<file path="config.mk">
export PLATFORM = sky130hd
export DESIGN_NAME = mic_spi_sampler
export DESIGN_NICKNAME = d
export VERILOG_FILES = /design/src/rtl/mic_spi_pkg.sv /design/src/rtl/mic_spi_sclk_gen.sv /design/src/rtl/mic_spi_sampler.sv
export SDC_FILE = /design/constraint.sdc
export NUM_CORES = 1
export LEC_CHECK = 0
export ABC_AREA = 1
export CAP_MARGIN = 5
export CORE_ASPECT_RATIO = 0.6
export CORE_MARGIN = 2
export CORE_UTILIZATION = 50
export DETAILED_ROUTE_END_ITERATION = 10
export GPL_TIMING_DRIVEN = 0
export PLACE_DENSITY = 0.71
export SYNTH_ARGS = -nofsm -noshare
export SYNTH_HDL_FRONTEND = slang
export SYNTH_SLANG_ARGS = --single-unit
</file>
<file path="constraint.sdc">
create_clock -name PCLK -period 2.34 [get_ports PCLK]
set_input_delay 0.351 -clock PCLK [delete_from_list [all_inputs] [get_ports PCLK]]
set_output_delay 0.351 -clock PCLK [all_outputs]
set_load 0.1 [all_outputs]
</file>
<file path="src/rtl/mic_spi_pkg.sv">
// Shared types and defaults for the microphone SPI sampler.
package mic_spi_pkg;

  typedef enum logic [2:0] {
    IDLE    = 3'd0,
    SETUP   = 3'd1,
    SCLK_LO = 3'd2,
    SCLK_HI = 3'd3,
    HOLD    = 3'd4
  } state_t;

  localparam int CLK_DIV_DEF       = 4;
  localparam int FRAME_BITS_DEF    = 16;
  localparam int DATA_BITS_DEF     = 12;
  localparam int SAMPLE_PERIOD_DEF = 15625;

  // PCLK cycles with CS_b low for one frame: setup, 2*bits half-periods, hold.
  function automatic int frame_cycles(input int div, input int bits);
    return div * (2 * bits + 2);
  endfunction

endpackage

</file>
<file path="src/rtl/mic_spi_sclk_gen.sv">
// CS_b/sclk sequencer: half-period counter, frame FSM and bit counter.
module mic_spi_sclk_gen
  import mic_spi_pkg::*;
#(
  parameter int CLK_DIV    = CLK_DIV_DEF,
  parameter int FRAME_BITS = FRAME_BITS_DEF
) (
  input  logic   PCLK,
  input  logic   PRESET,
  input  logic   start,
  input  logic   abort,
  output logic   CS_b,
  output logic   sclk,
  output logic   sample_strobe,
  output logic   frame_done,
  output state_t fsm_state
);

  localparam int DW = $clog2(CLK_DIV);
  localparam int BW = $clog2(FRAME_BITS + 1);

  state_t          state_q, state_d;
  logic [DW-1:0]   div_q, div_d;
  logic [BW-1:0]   bit_q, bit_d;
  logic            cs_b_d, sclk_d;
  logic            last;

  assign last          = (div_q == DW'(CLK_DIV - 1));
  assign fsm_state     = state_q;
  assign sample_strobe = (state_q == SCLK_LO) && last && !abort;
  assign frame_done    = (state_q == HOLD) && last && !abort;

  always_ff @(posedge PCLK or posedge PRESET) begin
    if (PRESET) begin
      state_q <= IDLE;
      div_q   <= '0;
      bit_q   <= '0;
      CS_b    <= 1'b1;
      sclk    <= 1'b1;
    end else begin
      state_q <= state_d;
      div_q   <= div_d;
      bit_q   <= bit_d;
      CS_b    <= cs_b_d;
      sclk    <= sclk_d;
    end
  end

  always_comb begin
    state_d = state_q;
    cs_b_d  = CS_b;
    sclk_d  = sclk;
    bit_d   = bit_q;
    div_d   = (state_q == IDLE || last) ? '0 : div_q + 1'b1;
    case (state_q)
      IDLE: if (start) begin
        state_d = SETUP;
        cs_b_d  = 1'b0;
        sclk_d  = 1'b1;
        bit_d   = '0;
      end
      SETUP: if (last) begin
        state_d = SCLK_LO;
        sclk_d  = 1'b0;
      end
      SCLK_LO: if (last) begin
        state_d = SCLK_HI;
        sclk_d  = 1'b1;
        bit_d   = bit_q + 1'b1;
      end
      SCLK_HI: if (last) begin
        if (bit_q < BW'(FRAME_BITS)) begin
          state_d = SCLK_LO;
          sclk_d  = 1'b0;
        end else begin
          state_d = HOLD;
        end
      end
      HOLD: if (last) begin
        state_d = IDLE;
        cs_b_d  = 1'b1;
      end
      default: state_d = IDLE;
    endcase
    // Disable drops the frame immediately and parks the bus idle.
    if (abort) begin
      state_d = IDLE;
      cs_b_d  = 1'b1;
      sclk_d  = 1'b1;
      div_d   = '0;
    end
  end

endmodule

</file>
<file path="src/rtl/mic_spi_sampler.sv">
// Microphone ADC SPI front-end: periodic frame, 12-bit capture, valid/ready out.
module mic_spi_sampler
  import mic_spi_pkg::*;
#(
  parameter int CLK_DIV       = CLK_DIV_DEF,
  parameter int FRAME_BITS    = FRAME_BITS_DEF,
  parameter int DATA_BITS     = DATA_BITS_DEF,
  parameter int SAMPLE_PERIOD = SAMPLE_PERIOD_DEF
) (
  input  logic                 PCLK,
  input  logic                 PRESET,
  input  logic                 enable,
  input  logic                 MISO,
  output logic                 CS_b,
  output logic                 sclk,
  output logic [DATA_BITS-1:0] sample_data,
  output logic                 sample_valid,
  input  logic                 sample_ready,
  output logic                 overrun,
  output logic [7:0]           overrun_count,
  output logic                 busy
);

  localparam int TW = $clog2(SAMPLE_PERIOD + 1);

  if (CLK_DIV < 2) begin : g_bad_div
    $error("mic_spi_sampler: CLK_DIV must be at least 2");
  end
  if (DATA_BITS > FRAME_BITS || FRAME_BITS < 2) begin : g_bad_bits
    $error("mic_spi_sampler: need 2 <= FRAME_BITS and DATA_BITS <= FRAME_BITS");
  end
  if (SAMPLE_PERIOD < frame_cycles(CLK_DIV, FRAME_BITS) + 2) begin : g_bad_period
    $error("mic_spi_sampler: SAMPLE_PERIOD shorter than one frame plus gap");
  end

  logic [TW-1:0]         timer_q;
  logic [FRAME_BITS-1:0] shift_q;
  logic                  start, sample_strobe, frame_done;
  state_t                fsm_state;

  assign start = enable && (timer_q == '0) && (fsm_state == IDLE);
  assign busy  = ~CS_b;

  mic_spi_sclk_gen #(
    .CLK_DIV    (CLK_DIV),
    .FRAME_BITS (FRAME_BITS)
  ) u_sclk_gen (
    .PCLK          (PCLK),
    .PRESET        (PRESET),
    .start         (start),
    .abort         (~enable),
    .CS_b          (CS_b),
    .sclk          (sclk),
    .sample_strobe (sample_strobe),
    .frame_done    (frame_done),
    .fsm_state     (fsm_state)
  );

  always_ff @(posedge PCLK or posedge PRESET) begin
    if (PRESET) begin
      timer_q <= '0;
      shift_q <= '0;
    end else begin
      if (!enable)               timer_q <= '0;
      else if (start)            timer_q <= TW'(SAMPLE_PERIOD - 1);
      else if (timer_q != '0)    timer_q <= timer_q - 1'b1;
      if (sample_strobe) shift_q <= {shift_q[FRAME_BITS-2:0], MISO};
    end
  end

  // Handshake: a sample transfers on any cycle with sample_valid && sample_ready;
  // sample_data never changes while sample_valid is high unless that same cycle
  // transfers, and a frame finishing against a stalled consumer is dropped.
  always_ff @(posedge PCLK or posedge PRESET) begin
    if (PRESET) begin
      sample_data   <= '0;
      sample_valid  <= 1'b0;
      overrun       <= 1'b0;
      overrun_count <= '0;
    end else begin
      overrun <= 1'b0;
      if (frame_done) begin
        if (!sample_valid || sample_ready) begin
          sample_data  <= shift_q[DATA_BITS-1:0];
          sample_valid <= 1'b1;
        end else begin
          overrun <= 1'b1;
          if (overrun_count != 8'hFF) overrun_count <= overrun_count + 1'b1;
        end
      end else if (sample_valid && sample_ready) begin
        sample_valid <= 1'b0;
      end
    end
  end

endmodule

</file>
==> impl_results.rst, run 1 <==
.. list-table::
   :header-rows: 1

   * - Metric
     - Value
   * - WP data required
     - slightly below 2 ns
   * - Net switching component of the power
     - 1.53 mW
   * - Max cap viols
     - 0
   * - Clock tree from TritonCTS
     - built
   * - Worst-case register-to-register setup slack
     - about 0.63 ns
   * - Routability cong.
     - about 0.86
   * - Number of routed nets with antenna violations
     - 0
   * - Port Buffers
     - 29
   * - Setup repair after global routing missed its margin
     - false
   * - Count of pins over their slew limit
     - 0
   * - Largest incremental delay on the critical path
     - approximately 1.2 ns
   * - Outcome
     - finished clean
   * - Cell area after technology mapping
     - roughly 3000 um2
   * - Num ports
     - 30
   * - Post-synth EDFFs
     - 0
   * - Worst clock skew on the final layout
     - around 0.0085 ns
   * - Most common cell in the synthesized netlist
     - nand2_1
   * - Highest Signal Layer
     - met4
   * - Net switching share of the total power
     - just under 40%
   * - Min setup slack post-route
     - 0.0642 ns
   * - Clk Tree Root Cell
     - clkbuf_8
   * - Cell class contributing the biggest share of worst-path delay
     - buffers and inverters
   * - Floorplan die height
     - approximately 64 um
   * - Final worst path period need
     - ~2.3 ns
   * - Area enclosed by the die boundary
     - ~6600 um2
   * - Crit path buf inv count
     - 1
   * - Area of all placed cells without fillers
     - roughly 3700 um2
   * - Vias in the first global route
     - between 2000 and 2500
   * - Fill cell instance count of the final layout
     - roughly 480
   * - Nets in the synthesized netlist
     - between 300 and 400
   * - Critical path arrival
     - approximately 1.9 ns
   * - Crit path cell chain
     - clkdlybuf4s50_1
   * - Transition time of the tightest slew-check pin
     - 0.978 ns
   * - Post-placement cell count
     - a little under 500
   * - Number of vias per cell
     - just under 5
   * - Share of layout cells above drive strength 1
     - a little over a tenth
   * - Primary flip-flop cell chosen by synthesis mapping
     - dfrtp_1
   * - Detailed Place HPWL
     - 4430 um
   * - Total design power
     - ~4 mW
   * - Reg2reg start
     - timer_q[0]
   * - GRT Residual Overflow
     - 0
   * - Synthesis-stage register bit count
     - 60
   * - Portion of synthesized cell area occupied by the leading cell type
     - about half
   * - Slowest stage cell on the critical path
     - clkdlybuf4s50_1
   * - Post-synthesis cell count
     - 371
   * - Number of library cell types mapped by synthesis
     - 29
   * - Slew HR
     - between 30% and 40%
   * - Antenna cell count
     - 0
   * - Largest driver fanout on the critical path
     - 5
   * - Number of antenna violations at the first check in global routing
     - 0
   * - Worst min path class
     - in -> async
   * - Final routed wirelength across all metal layers
     - roughly 6300 um
   * - Rows
     - 21
   * - F_max
     - approximately 440 MHz
   * - Clk slew on worst S/H paths
     - roughly 0.070 ns
   * - First drt pass iteration count
     - 5
   * - Post-CTS Setup Inserts
     - 0
   * - Met1 wire length
     - about 3400 um
   * - Minimum setup slack after placement
     - 0.330 ns
   * - Internal power consumption
     - ~2.4 mW
   * - Worst setup EP type
     - primary output
   * - Residual DRC count
     - 0
   * - Total power divided by cell area
     - approximately 1100 nW/um2
   * - CP Launch Type
     - flop
   * - Placeable Area
     - between 5000 and 6000 um2
   * - TritonCTS buffer count
     - 9
   * - Die width
     - between 100 and 150 um
   * - Share of total power in the clock network
     - 30.1%
   * - FF-to-FF End
     - timer_q[12]
   * - Most common library cells after synthesis
     - nand2_1 (101), dfrtp_1 (58), nor2_1 (50)
   * - Crit Path Class
     - reg -> out
   * - Clock sink count
     - 60
   * - Post-CTS Hold Buffers
     - 0
   * - Cell types occupying the most area after synthesis
     - dfrtp_1 (49%), nand2_1 (13%), nor2_1 (6.3%)
   * - Final worst path period share
     - between 90% and 100%
   * - Via count
     - 2457
   * - Largest net degree at the start of global routing
     - 39
   * - Number of cells traversed by the worst register-to-register path
     - 7
   * - Syn. warnings
     - 0
   * - Area added between synthesis and finish
     - 22.3%
   * - Starting density of the core
     - between 50% and 60%
   * - Met2 wire length
     - between 2000 and 2500 um
   * - Async set-or-reset flop fraction in the synthesized netlist
     - 100%
   * - Maximum buffer depth of the clock tree
     - 2
   * - GR Util All Layers
     - 21.2%
   * - Syn_area_per_cell
     - approximately 8.1 um2
   * - Global-route wire length before repair
     - about 11000 um
   * - Final Hold Fails
     - 0
   * - Relative contribution of sequential cells to total power
     - 33.9%
   * - Instance area at placement
     - 3400 um2
   * - Final Setup Violations
     - 0
   * - Final nets
     - about 420
   * - Source-to-sink clock delay at the later pin of the worst-skew pair
     - between 0.3 and 0.4 ns
   * - Highest ir drop seen on vdd
     - 0.516 mV
   * - Leakage power total
     - 1.86 nW
   * - Number of levels in the clock H-tree
     - 3
   * - Min Hold Slack
     - between 0.3 and 0.4 ns
   * - Sum of met3 wire segment lengths after detailed routing
     - just under 500 um
   * - Non-filler instance count after layout
     - roughly 500
   * - Drt first-iter violations
     - 275
   * - Part of the Yosys area used for sequential elements
     - between 50% and 60%
   * - Combinational cell fraction of total power
     - 36.0%
   * - Average detailed-routed wire length per instance
     - approximately 13 um
   * - Post-synthesis cell type with the largest combined area
     - dfrtp_1
## layer usage
layer  GRT usage [%]  vias to the layer above
li1                -                     1252
met1            33.4                     1111
met2            27.6                       85
met3            5.82                        9
met4            7.26                        0
met5               0                        -
## state kept, by name, summed over array words and instances (netlist names), 2 cells and up
| signal | count |
|---|---|
| timer_q | 14 |
| sample_data | 12 |
| shift_q | 12 |
| overrun_count | 8 |
| u_sclk_gen.bit_q | 5 |
| u_sclk_gen.fsm_state | 3 |
| u_sclk_gen.div_q | 2 |
## cell type report
cell class	count	area (um2)	area share [%]
well taps	80	100	2.74
repair buffers	30	318	8.69
inverters	44	168	4.59
flip-flops and latches	60	1500	41.1
clock buffers	10	138	3.76
multi-input cells	261	1270	34.9
clock inverters	6	111	3.05
plain buffers	6	42.5	1.16
## worst max path at each step
stage,startpoint,endpoint,depth (start not counted)
after floorplan,overrun_count[1],overrun_count[2],8
final,overrun_count[5],overrun_count[5],1
after global routing,overrun_count[7],overrun_count[7],1
after global placement,PRESET,u_sclk_gen.bit_q[1],2
after detailed placement,u_sclk_gen.CS_b,CS_b,1
after CTS,overrun_count[2],overrun_count[2],1
## through the flow
step / TNS [ns] / util [%]
2_1_floorplan: 0 / -
3_3_place_gp: -33.65 / 59.5
3_5_place_dp: 0 / 59.9
4_1_cts: 0 / 64.2
5_1_grt: 0 / 64.4
6_report: 0 / 64.4
## repair_timing
item,in CTS,in global routing
cloned,0,0
gates resized for setup,2,4
endpoints found under the setup margin,2,4
## cell families after synthesis
family	Yosys count	share of synthesized area, %
DFF	60	50.3
adders and majority gates	5	2.09
buffers and inverters	50	7.03
AOI/OAI and AO/OA	42	7.45
xor gates and xnor gates	13	3.81
and+or+nand+nor	201	29.3
## power by group through the flow
stage,logic [mW],clock network [mW],registers (mW)
2_1_floorplan,1.02,0,1.40
3_3_place_gp,1.35,0,1.33
3_5_place_dp,1.38,0,1.33
4_1_cts,1.38,1.19,1.32
5_1_grt,1.59,1.23,1.34
6_report,1.40,1.17,1.32
## cell usage in the layout (no fill, tap or decap), types with 2 or more instances in the layout
cell type and count:
nand2_1 101, dfrtp_1 58, nor2_1 50, inv_1 41
nand3_1 24, clkdlybuf4s50_1 23, o21ai_1 15, a21oi_1 12
o21ai_0 11, clkbuf_8 10, xor2_1 8, nor3_1 5
xnor2_1 5, ha_1 5, nand2_2 4, nor2_2 4
buf_2 4, nand4_1 4, dlymetal6s2s_1 4, o21ai_2 3
bufinv_16 3, buf_6 2, inv_2 2, nor2_4 2
nand3b_1 2, dlygate4sd2_1 2, dfstp_2 2
(Power assumes the default switching activity.)
==> inputs of run 2 (changes only) <==
==> constraint.sdc (replaced) <==
create_clock -name PCLK -period 2.5 [get_ports PCLK]
set_input_delay 0.375 -clock PCLK [delete_from_list [all_inputs] [get_ports PCLK]]
set_output_delay 0.375 -clock PCLK [all_outputs]
set_load 0.1 [all_outputs]
==> run 2 against run 1 <==
Compared with the run above:
- core utilization fell by 0.13 points
- global-route usage did not move
- clock skew rose by 0.0010 ns
- final area fell by 0.21%
- setup slack improved by 0.043 ns
- final cell count did not move
- combinational power fell by 6%
- critical path type unchanged
- die area did not move
- sequential cell count did not move
==> impl_results.rst, run 2 (synthesis results as in run 1) <==
.. list-table::
   :header-rows: 1

   * - Metric
     - Value
   * - Die width
     - between 100 and 150 um
   * - Floorplan die height
     - 63.9 um
   * - Via count
     - between 2000 and 2500
   * - Global-route wire length before repair
     - 10900 um
   * - Port Buffers
     - 29
   * - Slew HR
     - about a third
   * - Average detailed-routed wire length per instance
     - roughly 13 um
   * - Total design power
     - approximately 3.7 mW
   * - Fill cell instance count of the final layout
     - 476
   * - WP data required
     - ~2.1 ns
   * - Clk Tree Root Cell
     - clkbuf_8
   * - Largest driver fanout on the critical path
     - 3
   * - Worst min path class
     - in -> async
   * - Setup repair after global routing missed its margin
     - false
   * - Number of antenna violations at the first check in global routing
     - 0
   * - Detailed Place HPWL
     - between 4000 and 5000 um
   * - Count of pins over their slew limit
     - 0
   * - Final Setup Violations
     - 0
   * - TritonCTS buffer count
     - 9
   * - Final Hold Fails
     - 0
   * - Min setup slack post-route
     - roughly 0.11 ns
   * - Largest net degree at the start of global routing
     - 39
   * - Number of levels in the clock H-tree
     - 3
   * - Post-CTS Hold Buffers
     - 0
   * - Area of the multi-input gates
     - around 1300 um2
   * - Worst setup EP type
     - primary output
   * - Residual DRC count
     - 0
   * - Number of vias per cell
     - 4.93
   * - Total power divided by cell area
     - 1000 nW/um2
   * - Antenna cell count
     - 0
   * - Crit Path Class
     - reg -> out
   * - Cells resized by post-CTS repair
     - 0
   * - Vias in the first global route
     - between 2000 and 2500
   * - Source-to-sink clock delay at the later pin of the worst-skew pair
     - between 0.3 and 0.4 ns
   * - Rows
     - 21
   * - Largest incremental delay on the critical path
     - 1.13 ns
   * - Minimum setup slack after placement
     - between 0.4 and 0.5 ns
   * - Crit path buf inv count
     - 1
   * - Cell class contributing the biggest share of worst-path delay
     - buffers and inverters
   * - GR Util All Layers
     - 21.2%
   * - Slowest stage cell on the critical path
     - clkdlybuf4s50_1
   * - Drt first-iter violations
     - between 200 and 300
   * - Worst setup startpoint
     - u_sclk_gen.CS_b
   * - Most common cell after layout, fill and taps aside
     - nand2_1
   * - Clock sink count
     - 60
   * - CP Launch Type
     - flop
   * - Routability cong.
     - between 0.8 and 0.9
   * - Clock tree from TritonCTS
     - built
   * - Transition time of the tightest slew-check pin
     - around 1 ns
   * - Leakage power total
     - between 1.5 and 2 nW
   * - FF-to-FF End
     - shift_q[4]
   * - First drt pass iteration count
     - 5
   * - Area of all placed cells without fillers
     - between 3000 and 4000 um2
   * - Share of layout cells above drive strength 1
     - between 10% and 20%
   * - Num ports
     - 30
   * - Clk slew on worst S/H paths
     - 0.07 ns
   * - Critical path arrival
     - around 2.0 ns
   * - Worst-case register-to-register setup slack
     - 0.79 ns
   * - Final routed wirelength across all metal layers
     - 6240 um
   * - Post-CTS Setup Inserts
     - 0
   * - Maximum buffer depth of the clock tree
     - 2
   * - Register containing the most flip-flops in the final layout
     - timer_q
   * - Outcome
     - finished clean
   * - Critical path depth in cells
     - 1
   * - Flip-flop count of the largest register, all copies and words added
     - 14
   * - F_max
     - ~420 MHz
   * - Crit path cell chain
     - clkdlybuf4s50_1
   * - Final worst path period need
     - about 2.4 ns
   * - Instance area at placement
     - between 3000 and 4000 um2
   * - Starting density of the core
     - between 50% and 60%
   * - Number of routed nets with antenna violations
     - 0
   * - Worst clock skew on the final layout
     - between 0.009 and 0.01 ns
   * - Sequential cell area
     - about 1500 um2
   * - Largest registers ranked by flip-flop count
     - timer_q x14, sample_data x12, shift_q x12
   * - Commonest cells after routing, fill and taps aside
     - nand2_1 (101), dfrtp_1 (58), nor2_1 (50)
   * - Area added between synthesis and finish
     - 22.1%
   * - Placeable Area
     - 5680 um2
   * - Number of cells traversed by the worst register-to-register path
     - 7
   * - Highest ir drop seen on vdd
     - just under 0.5 mV
   * - GRT Residual Overflow
     - 0
   * - Area enclosed by the die boundary
     - approximately 6600 um2
   * - Final nets
     - roughly 420
   * - Reg2reg start
     - u_sclk_gen.div_q[0]
   * - Max cap viols
     - 0
   * - CP endpoint
     - CS_b
   * - Final worst path period share
     - between 90 and 100%
-- run 2: changes by cell type in the layout (fill, tap and decap cells not counted), sizes merged --
cell / previous run / this run
clkdlybuf4s50: 23 / 29
dlymetal6s2s: 4 / 0
dlygate4sd2: 2 / 0
-- run 2: report_power, final --
part	total, mW	switching, mW	internal, mW	leakage (nW)
Sequential	1.24	0.120	1.12	0.808
Combinational	1.32	0.908	0.412	0.853
Clock	1.10	0.407	0.689	0.122
Total	3.65	1.44	2.22	1.78
-- run 2: cell type report --
class                           count  share of cell area [%]
Sequential cell                    60                    41.2
Timing Repair Buffer               30                    8.50
Clock buffer                       10                    3.77
Clock inverter                      6                    3.05
Inverter                           44                    4.60
Tap cell                           80                    2.74
Multi-Input combinational cell    261                    34.9
Buffer                              6                    1.17
-- run 2: per-layer routing --
| metal | wire, um | up-vias | global-route usage, % |
|---|---|---|---|
| met1 | 3410 | 1108 | 33.4 |
| met4 | 84 | 0 | 7.26 |
| li1 | - | 1253 | - |
| met2 | 2310 | 81 | 27.6 |
| met3 | 446 | 9 | 5.82 |
| met5 | 0 | - | 0 |
-- run 2: worst min path at each step --
stage                                    from                   to  slack (ns)  cells after the start
after CTS                              PRESET           timer_q[1]        0.38                      2
after detailed placement  u_sclk_gen.div_q[0]  u_sclk_gen.div_q[0]        0.44                      1
after global placement    u_sclk_gen.div_q[0]  u_sclk_gen.div_q[0]        0.44                      1
final                                  PRESET     overrun_count[1]        0.37                      2
after floorplan           u_sclk_gen.div_q[0]  u_sclk_gen.div_q[0]        0.42                      1
after global routing                   PRESET           timer_q[9]        0.42                      2
-- run 2: per-stage QoR --
stage / instances / hold slack, ns / TNS [ns] / util [%]
final: 497 / 0.374 / 0 / 64.3
after global routing: 497 / 0.422 / 0 / 64.3
after floorplan: 371 / 0.416 / 0 / -
after detailed placement: 481 / 0.439 / 0 / 59.9
after CTS: 497 / 0.383 / 0 / 64.3
after global placement: 480 / 0.436 / -25.70 / 59.5
